$ cat src/rtl/mcp3202_spi_responder.sv
// mcp3202_spi_responder
//   Emulates an MCP3202 2-channel 12-bit ADC on the responder side of an SPI
//   mode (0,0) link. It lets the audio ADC master run against two parallel
//   sample inputs instead of the physical converter. SCK, CS and MOSI are
//   oversampled in the clk domain, so no logic is clocked by SCK. clk must run
//   at least 8x faster than SCK.
//
//   Build option: define MCP3202_LSBF_EN to enable the LSB-first tail. When it
//   is enabled, a frame with MSBF=0 repeats B1..B11 after B0. Without it, the
//   MSBF bit is ignored and only zeros follow B0.
//
// Ports
//   clk, reset_n          system clock, asynchronous active-low reset
//   adc_clk/cs/mosi       SPI SCK, chip select (active low), master data (async)
//   adc_miso, miso_oe     responder data and its drive enable (0 = tri-state)
//   sample_ch0/ch1        unsigned channel values converted by each frame
//   conv_done, conv_code  1-clk pulse after B0 is driven, and the code sent
//   cfg_sgl, cfg_odd      SGL/DIFF and ODD/SIGN bits of the current/last frame

module mcp3202_spi_responder #(
    parameter int SYNC_STAGES = 2,
    parameter int DATA_W      = 12
) (
    input  logic              clk,
    input  logic              reset_n,
    input  logic              adc_clk,
    input  logic              adc_cs,
    input  logic              adc_mosi,
    output logic              adc_miso,
    output logic              miso_oe,
    input  logic [DATA_W-1:0] sample_ch0,
    input  logic [DATA_W-1:0] sample_ch1,
    output logic              conv_done,
    output logic [DATA_W-1:0] conv_code,
    output logic              cfg_sgl,
    output logic              cfg_odd
);

    typedef enum logic [2:0] {
        IDLE, START, CFG, NUL, MSB, TAIL
`ifdef MCP3202_LSBF_EN
        , LSB
`endif
    } state_t;

    // Synchronisers. The CS chain resets to 0. A CS that is held low while
    // reset is released therefore produces no fall, and the master has to
    // deassert CS and assert it again before a frame starts.
    logic [SYNC_STAGES-1:0] sck_sync, cs_sync, mosi_sync;
    logic                   sck_h, cs_h;

    // NOTE: sequential state uses non-blocking assignments only, so every flop
    // samples the values from before the edge and the order of statements is
    // irrelevant.
    always_ff @(posedge clk or negedge reset_n) begin
        if (!reset_n) begin
            sck_sync  <= '0;
            cs_sync   <= '0;
            mosi_sync <= '0;
            sck_h     <= 1'b0;
            cs_h      <= 1'b0;
        end else begin
            sck_sync  <= {sck_sync[SYNC_STAGES-2:0], adc_clk};
            cs_sync   <= {cs_sync[SYNC_STAGES-2:0], adc_cs};
            mosi_sync <= {mosi_sync[SYNC_STAGES-2:0], adc_mosi};
            sck_h     <= sck_sync[SYNC_STAGES-1];
            cs_h      <= cs_sync[SYNC_STAGES-1];
        end
    end

    logic sck_s, cs_s, mosi_s, sck_rise, sck_fall, cs_fall;
    assign sck_s    = sck_sync[SYNC_STAGES-1];
    assign cs_s     = cs_sync[SYNC_STAGES-1];
    assign mosi_s   = mosi_sync[SYNC_STAGES-1];
    assign sck_rise = sck_s & ~sck_h;
    assign sck_fall = ~sck_s & sck_h;
    assign cs_fall  = ~cs_s & cs_h;

    // Frame state
    state_t            state, state_d;
    logic [1:0]        cfg_cnt, cfg_cnt_d;
    logic [3:0]        bit_cnt, bit_cnt_d;
    logic              sgl_r, sgl_d, odd_r, odd_d;
    logic [DATA_W-1:0] code_r, code_d;
    logic              miso_d, oe_d, done_d, cfg_sgl_d, cfg_odd_d;
    logic [DATA_W-1:0] conv_code_d;
`ifdef MCP3202_LSBF_EN
    logic              msbf_r, msbf_d;
`endif

    // Differential mode subtracts in DATA_W+1 bits. A set top bit means the
    // result is negative, and a negative result reads as zero.
    logic [DATA_W:0]   diff;
    logic [DATA_W-1:0] sel_code;
    always_comb begin
        diff     = odd_r ? ({1'b0, sample_ch1} - {1'b0, sample_ch0})
                         : ({1'b0, sample_ch0} - {1'b0, sample_ch1});
        sel_code = sgl_r ? (odd_r ? sample_ch1 : sample_ch0)
                         : (diff[DATA_W] ? '0 : diff[DATA_W-1:0]);
    end

    // NOTE: every signal written here gets its default first. A path that
    // leaves a signal unassigned would otherwise infer a latch.
    always_comb begin
        state_d     = state;
        cfg_cnt_d   = cfg_cnt;
        bit_cnt_d   = bit_cnt;
        sgl_d       = sgl_r;
        odd_d       = odd_r;
        code_d      = code_r;
        miso_d      = adc_miso;
        oe_d        = miso_oe;
        done_d      = 1'b0;
        cfg_sgl_d   = cfg_sgl;
        cfg_odd_d   = cfg_odd;
        conv_code_d = conv_code;
`ifdef MCP3202_LSBF_EN
        msbf_d      = msbf_r;
`endif
        if (cs_s) begin
            // A deasserted CS overrides any SCK edge detected in the same clk.
            state_d   = IDLE;
            cfg_cnt_d = '0;
            bit_cnt_d = '0;
            miso_d    = 1'b0;
            oe_d      = 1'b0;
        end else begin
            unique case (state)
                IDLE: if (cs_fall) state_d = START;
                START: if (sck_rise && mosi_s) begin
                    state_d   = CFG;
                    cfg_cnt_d = '0;
                end
                CFG: if (sck_rise) begin
                    cfg_cnt_d = cfg_cnt + 2'd1;
                    case (cfg_cnt)
                        2'd0: sgl_d = mosi_s;
                        2'd1: odd_d = mosi_s;
                        default: begin
                            // The MSBF rise freezes the code for the rest of
                            // the frame.
                            code_d    = sel_code;
                            cfg_sgl_d = sgl_r;
                            cfg_odd_d = odd_r;
`ifdef MCP3202_LSBF_EN
                            msbf_d    = mosi_s;
`endif
                            state_d   = NUL;
                        end
                    endcase
                end
                NUL: if (sck_fall) begin
                    oe_d      = 1'b1;
                    miso_d    = 1'b0;
                    bit_cnt_d = 4'(DATA_W - 1);
                    state_d   = MSB;
                end
                MSB: if (sck_fall) begin
                    miso_d = code_r[bit_cnt];
                    if (bit_cnt == 4'd0) begin
                        done_d      = 1'b1;
                        conv_code_d = code_r;
`ifdef MCP3202_LSBF_EN
                        bit_cnt_d   = 4'd1;
                        state_d     = msbf_r ? TAIL : LSB;
`else
                        state_d     = TAIL;
`endif
                    end else begin
                        bit_cnt_d = bit_cnt - 4'd1;
                    end
                end
`ifdef MCP3202_LSBF_EN
                LSB: if (sck_fall) begin
                    miso_d = code_r[bit_cnt];
                    if (bit_cnt == 4'(DATA_W - 1)) state_d = TAIL;
                    else bit_cnt_d = bit_cnt + 4'd1;
                end
`endif
                TAIL: if (sck_fall) miso_d = 1'b0;
                default: state_d = IDLE;
            endcase
        end
    end

    always_ff @(posedge clk or negedge reset_n) begin
        if (!reset_n) begin
            state     <= IDLE;
            cfg_cnt   <= '0;
            bit_cnt   <= '0;
            sgl_r     <= 1'b0;
            odd_r     <= 1'b0;
            code_r    <= '0;
            adc_miso  <= 1'b0;
            miso_oe   <= 1'b0;
            conv_done <= 1'b0;
            conv_code <= '0;
            cfg_sgl   <= 1'b0;
            cfg_odd   <= 1'b0;
`ifdef MCP3202_LSBF_EN
            msbf_r    <= 1'b0;
`endif
        end else begin
            state     <= state_d;
            cfg_cnt   <= cfg_cnt_d;
            bit_cnt   <= bit_cnt_d;
            sgl_r     <= sgl_d;
            odd_r     <= odd_d;
            code_r    <= code_d;
            adc_miso  <= miso_d;
            miso_oe   <= oe_d;
            conv_done <= done_d;
            conv_code <= conv_code_d;
            cfg_sgl   <= cfg_sgl_d;
            cfg_odd   <= cfg_odd_d;
`ifdef MCP3202_LSBF_EN
            msbf_r    <= msbf_d;
`endif
        end
    end

endmodule

$ cat config.mk
export PLATFORM = sky130hd
export DESIGN_NAME = mcp3202_spi_responder
export DESIGN_NICKNAME = d
export VERILOG_FILES = /design/src/rtl/mcp3202_spi_responder.sv
export SDC_FILE = /design/constraint.sdc
export NUM_CORES = 1
export LEC_CHECK = 0
export ABC_AREA = 1
export BUFFER_PORTS_ARGS = -buffer_cell sky130_fd_sc_hd__buf_2
export CAP_MARGIN = 20
export CORE_UTILIZATION = 35
export DETAILED_ROUTE_END_ITERATION = 6
export PLACE_DENSITY_LB_ADDON = 0.25
export SYNTH_ARGS = -nofsm -noshare
export SYNTH_HDL_FRONTEND = slang
export SYNTH_SLANG_ARGS = --single-unit
export TNS_END_PERCENT = 5
$ cat constraint.sdc
create_clock -name clk -period 2 [get_ports clk]
set_input_delay 0.2 -clock clk [delete_from_list [all_inputs] [get_ports clk]]
set_output_delay 0.2 -clock clk [all_outputs]
set_load 0.05 [all_outputs]
After elaboration in Yosys (flattened, before gate mapping)

Cells that the tools add are included.

Reduce and logical (&&, ||, !) cells: 20
$lt $le $gt $ge: 1
Bitwise gates (word level): 7
Add/subtract/negate cells: 4
Mux-type cells: 35
Equal/unequal tests: 16

Operators with widths:

| operator                                                               | count |
|---|---|
| 12-bit 2-to-1 mux                                                      | 3 |
| 12-bit by 12-bit subtractor with 13-bit output                         | 2 |
| 3-bit 2-to-1 mux                                                       | 8 |
| 3-bit != test (second input constant)                                  | 8 |
| 4-bit AND reduction                                                    | 5 |
| 3-bit case mux with 6 select lines                                     | 1 |
| 4-bit 2-to-1 mux                                                       | 4 |
| 13-bit 2-to-1 mux                                                      | 1 |
| 1-bit 2-to-1 mux                                                       | 11 |
| 3-bit nonzero test                                                     | 3 |
| 4-bit case mux with 2 select lines                                     | 1 |
| 8-bit AND reduction                                                    | 1 |
| 3-bit by 2-bit equality test with 1-bit output (second input constant) | 2 |
| 3-bit equality test (second input constant)                            | 2 |
| 2-bit 2-to-1 mux                                                       | 3 |
| 3-bit AND reduction                                                    | 2 |
| 4-bit by 5-bit < comparator with 1-bit output (second input constant)  | 1 |
| 1-bit binary-select mux with 4-bit select                              | 1 |
| 4-bit zero test                                                        | 1 |
| 1-bit inverter                                                         | 4 |
| 2-bit case mux with 2 select lines                                     | 1 |
| 2-bit nonzero test                                                     | 2 |
| 2-bit OR reduction                                                     | 2 |
| 4-bit by 1-bit subtractor with 4-bit output (second input constant)    | 1 |
| other kinds (11)                                                       | 13 |

Register bits: 48
Input port bits: 29
Output and inout port bits: 17
Logic and storage cells: 100

Longest topological paths before layout

Depth after elaboration: 6
Depth in mapped cells: 16
Gate-level depth less buffers: 15

Least setup slack after synthesis

No wires, ideal clock.

Kind: input -> register
From: input sample_ch0[0]
To: register code_r[9]
Arrival: 1.505 ns
Slack: 0.376 ns
Buffers on the path: 0
Data required time: 1.882 ns
Library setup time: 0.118 ns
Cell stages on the path: 14
Cell sequence: inv_1 > ha_1 > inv_1 > fa_1 > nand2_1 > nand3_1 > nand3_1 > nand3_1 > nand2_2 > nand2_2 > nand2_2 > nor2_1 > nor2_1 > nor2_1

Word-level cells in the longest chain between the ends: 4
Elaborated cells on any way between the ends: 5
Those cells by class: add/sub (2); mux (3)

Ends and longest elaborated chain:

| item                                                              | RTL line | source |
|---|---|---|
| start: declaration                                                | 31       | `input logic [DATA_W-1:0] sample_ch0,` |
| 12-bit by 12-bit subtractor with 13-bit output (on tied branches) | 97, 96   |  |
| 13-bit 2-to-1 mux (*)                                             | 96       | `diff = odd_r ? ({1'b0, sample_ch1} - {1'b0, sample_ch0})` |
| 12-bit 2-to-1 mux (*)                                             | 99       | `: (diff[DATA_W] ? '0 : diff[DATA_W-1:0]);` |
| 12-bit 2-to-1 mux (*)                                             | 98       | `sel_code = sgl_r ? (odd_r ? sample_ch1 : sample_ch0)` |
| end signal: assignment                                            | 209      | `code_r <= code_d;` |
| end: declaration                                                  | 84       | `logic [DATA_W-1:0] code_r, code_d;` |

Mark *: on every way between the ends. The rest lies on a longest branch, timed or not.
A chain may end at the register's enable or synchronous reset.

Worst setup path in the final report

From: register bit_cnt[1]
To: register bit_cnt[2]

Word-level cells in the longest chain between the ends: 5
Elaborated cells on any way between the ends: 8
Those cells by class: add/sub (1); eq/ne (1); mux (4); reduce/logical (2)

Ends and longest elaborated chain:

| item                                        | RTL line | source |
|---|---|---|
| start: declaration                          | 82       | `logic [3:0] bit_cnt, bit_cnt_d;` |
| start signal: assignment                    | 206      | `bit_cnt <= bit_cnt_d;` |
| 4-bit by 1-bit subtractor with 4-bit output | 170      | `bit_cnt_d = bit_cnt - 4'd1;` |
| 4-bit 2-to-1 mux                            | 160      | `if (bit_cnt == 4'd0) begin` |
| 4-bit 2-to-1 mux                            | 158      | `MSB: if (sck_fall) begin` |
| 4-bit case mux with 2 select lines          | 128      | `unique case (state)` |
| 4-bit 2-to-1 mux                            | 120      | `if (cs_s) begin` |

Parallel ways exist; a longest one is shown, timed or not. The select of a mux whose other input is x is not followed.

==> impl_results.md <==
- Status: finished, final reports clean
- RD Place Congestion: about 0.9
- Fraction of final layout cells sized beyond drive strength 1: roughly 14%
- Area grow syn2layout: 13.9%
- DRT Pass-1 Iters: 4
- Vias in the first global route: 3210
- Fin util: 41.7%
- Syn avg cell area: a little under 7 um^2
- Fmax: around 580 MHz
- CTS sink count: 48
- Slew Limit Fails: 0
- Pwr/cell area: 670 mW/mm^2
- Max_cap viols: 0
- Final hold slack: 0.322 ns
- Clock Latency Late Sink: 0.30 ns
- Initial Util: a little over a third
- Syn nets: 586
- CTS tree: yes
- Die Ht: approximately 100 um
- Via Count: between 3k and 4k
- Switch share: 41.0%
- Post-detail-place hpwl: 7070 um
- Crit path largest cell delay: between 0.4 and 0.5 ns
- Wirelength per Cell: 12.4 um
- Setup TNS: 0 ns
- Crit start category: flop
- GRT Total Usage: 16.8%
- CTS resizes: 0
- Ys flop type: dfrtp_1
- CTS HTree Levels: 2
- Clock slew at reported path FFs: 0.08 ns
- Count leader, synth: nand2_1
- Slowest cell on the critical path: dfrtp_1
- Share of synthesized flip-flops with an asynchronous set or reset: 100%
- Worst-path fanout max: 6
- Final wirelength: 8830 um
- Finished Cell Area: between 0.004 and 0.005 mm^2
- Sw Pwr: approximately 1.1 mW
- Via/cell ratio: between 4 and 5
- Tightest Pin Transition: approximately 0.61 ns
- Placed cell area: 0.00404 mm^2
- Comb power frac: approximately two fifths
- Share of the synthesized area in the top cell type: 32.9%
- Post-Synthesis Cells: 528
- Cells along the critical path: inv_1, ha_1, nand2_1, nand2_1, a21oi_2, nor2_1, inv_1, nand2_1, a21oi_1
- Synth area leaders: dfrtp_1, nand2_1, ha_1, inv_1, o21ai_0
- Die area: 0.0108 mm^2
- Slew margin rel.: 59.6%
- Grt ovf: 0
- Synth Cell Area: 0.00365 mm^2
- Clock period minus worst slack: 1.73 ns
- Clock Path Buffers: 2
- Synth cell count leaders: nand2_1, inv_1, dfrtp_1
- Worst Skew: just over 0.007 ns
- Pin count of the biggest net entering global routing: 31
- Buf/Inv on CP: 2
- CORE AREA: 0.00995 mm^2
- Root buffer cell: clkbuf_8
- RSZ-0062 raised after global routing: false
- Worst path required time: 2.23 ns
- Final Hold Vio Count: 0
- CP top delay family: flip-flops
- Port Buf Inserts: between 40 and 50
- Int Pwr: 1.64 mW
- Data arrival time of the worst path: 1.96 ns
- Nets@finish: roughly 640
- Total CTS buffers: 5
- Die Wd: 104 um
- FF+latch count, synth: 48
- Initial antenna violation count: 0
- YS warnings: 0
- Rows: 36
- Part of the cycle the worst path needs: 86.6%
- Inserted Diodes: 0
- Routed Antenna Nets: 0
- Distinct cells, synth: 36
- # setup viols final: 0
- First-pass GRT wire length: 15000 um
- Crit Path Category: flop to flop
- Initial drt markers: 189
- Post-synthesis sequential area ratio: 32.9%
- I/O pins: 46
- Worst VDD drop: 0.000292 V
- Post-route DRC: 0
- Total power: 2.79 mW
- Worst hold-check path type: input pin to flop
- Most frequent CP cell: nand2_1
- Reg power frac: 42.0%
- Post-synth EDFFs: 0
- Crit path capture type: flop
- Clk pwr share: between 10% and 20%
- Synth area leader: dfrtp_1
- P_leak: 2.25 nW
-- worst reg2reg max path, stage by stage, from the launching register on --
cell	delay (ns)
dfrtp_1	0.43
inv_1	0.13
ha_1	0.23
nand2_1	0.15
nand2_1	0.11
a21oi_2	0.27
nor2_1	0.09
inv_1	0.07
nand2_1	0.05
a21oi_1	0.13
-- routing by layer --
layer / part of all wire [%] / vias to the layer above / global-route usage (%) / wire length (um)
met2: 43 / 87 / 26.6 / 3800
met1: 52 / 1562 / 24.1 / 4560
met4: 1.0 / 0 / 3.98 / 89
met3: 4.3 / 9 / 2.44 / 376
li1: - / 1789 / - / -
met5: 0 / - / 0 / 0
-- power by group through the flow --
stage               Combinational [mW]  Sequential, mW  Clock (mW)
global placement                  1.06            1.18           0
detailed placement                1.06            1.18           0
floorplan                        0.693            1.23           0
finish                            1.07            1.17       0.543
global route                      1.22            1.18       0.612
CTS                               1.07            1.16       0.562
-- final cells by class --
cell class	count	area [um^2]
well taps	133	166
fillers	1068	5800
clock inverters	1	5.00
inverters	90	338
clock buffers	6	72.6
repair buffers	55	323
multi-input cells	378	2050
flip-flops and latches	48	1200
-- cells by family after synthesis --
logic type | share of synthesized area, %
AO/OA/AOI/OAI | 16.1
XOR/XNOR | 1.20
adder cells (fa/ha/maj) | 10.4
buffers and inverters | 10.9
flip-flops | 32.9
AND/OR/NAND/NOR | 28.5
-- flip-flops by register name (all words and copies together), names as in the netlist, 2 cells and up --
name,flops
bit_cnt,4
cs_sync,2
sck_sync,2
mosi_sync,2
state,3
conv_code,12
code_r,12
cfg_cnt,2
-- cell usage in the layout (no fill, tap or decap), drive strengths merged, types with 5 or more instances in the layout --
master,count
nand2,147
nor3,5
a21oi,43
nand4,5
ha,27
o21ai,46
nand3,35
clkbuf,6
inv,89
nor2,42
buf,51
a31oi,7
dfrtp,48
-- final timing paths --
| kind | end | slack (ns) | depth (start not counted) | start |
|---|---|---|---|---|
| max | bit_cnt[2] | 0.27 | 9 | bit_cnt[1] |
| min | code_r[0] | 0.32 | 5 | sample_ch1[0] |
| max reg2reg | bit_cnt[2] | 0.27 | 9 | bit_cnt[1] |
| min reg2reg | cs_sync[1] | 0.35 | 0 | cs_sync[0] |
| max in group asynchronous | mosi_sync[1] | 1.03 | 3 | reset_n |
| min in group asynchronous | cfg_sgl | 0.43 | 2 | reset_n |
-- metrics by stage --
step                      cells  worst slack, ns
final                       711            0.268
after global routing        711           0.0705
after CTS                   711            0.271
after detailed placement    700            0.111
after global placement      700            0.123
after floorplan             528            0.376
-- repair_timing --
item                      4_1_cts  5_1_grt
hold buffers                    4        0
hold endpoints to repair       28        0
setup buffers                   0        0
Power figures use the tool's default switching activity.
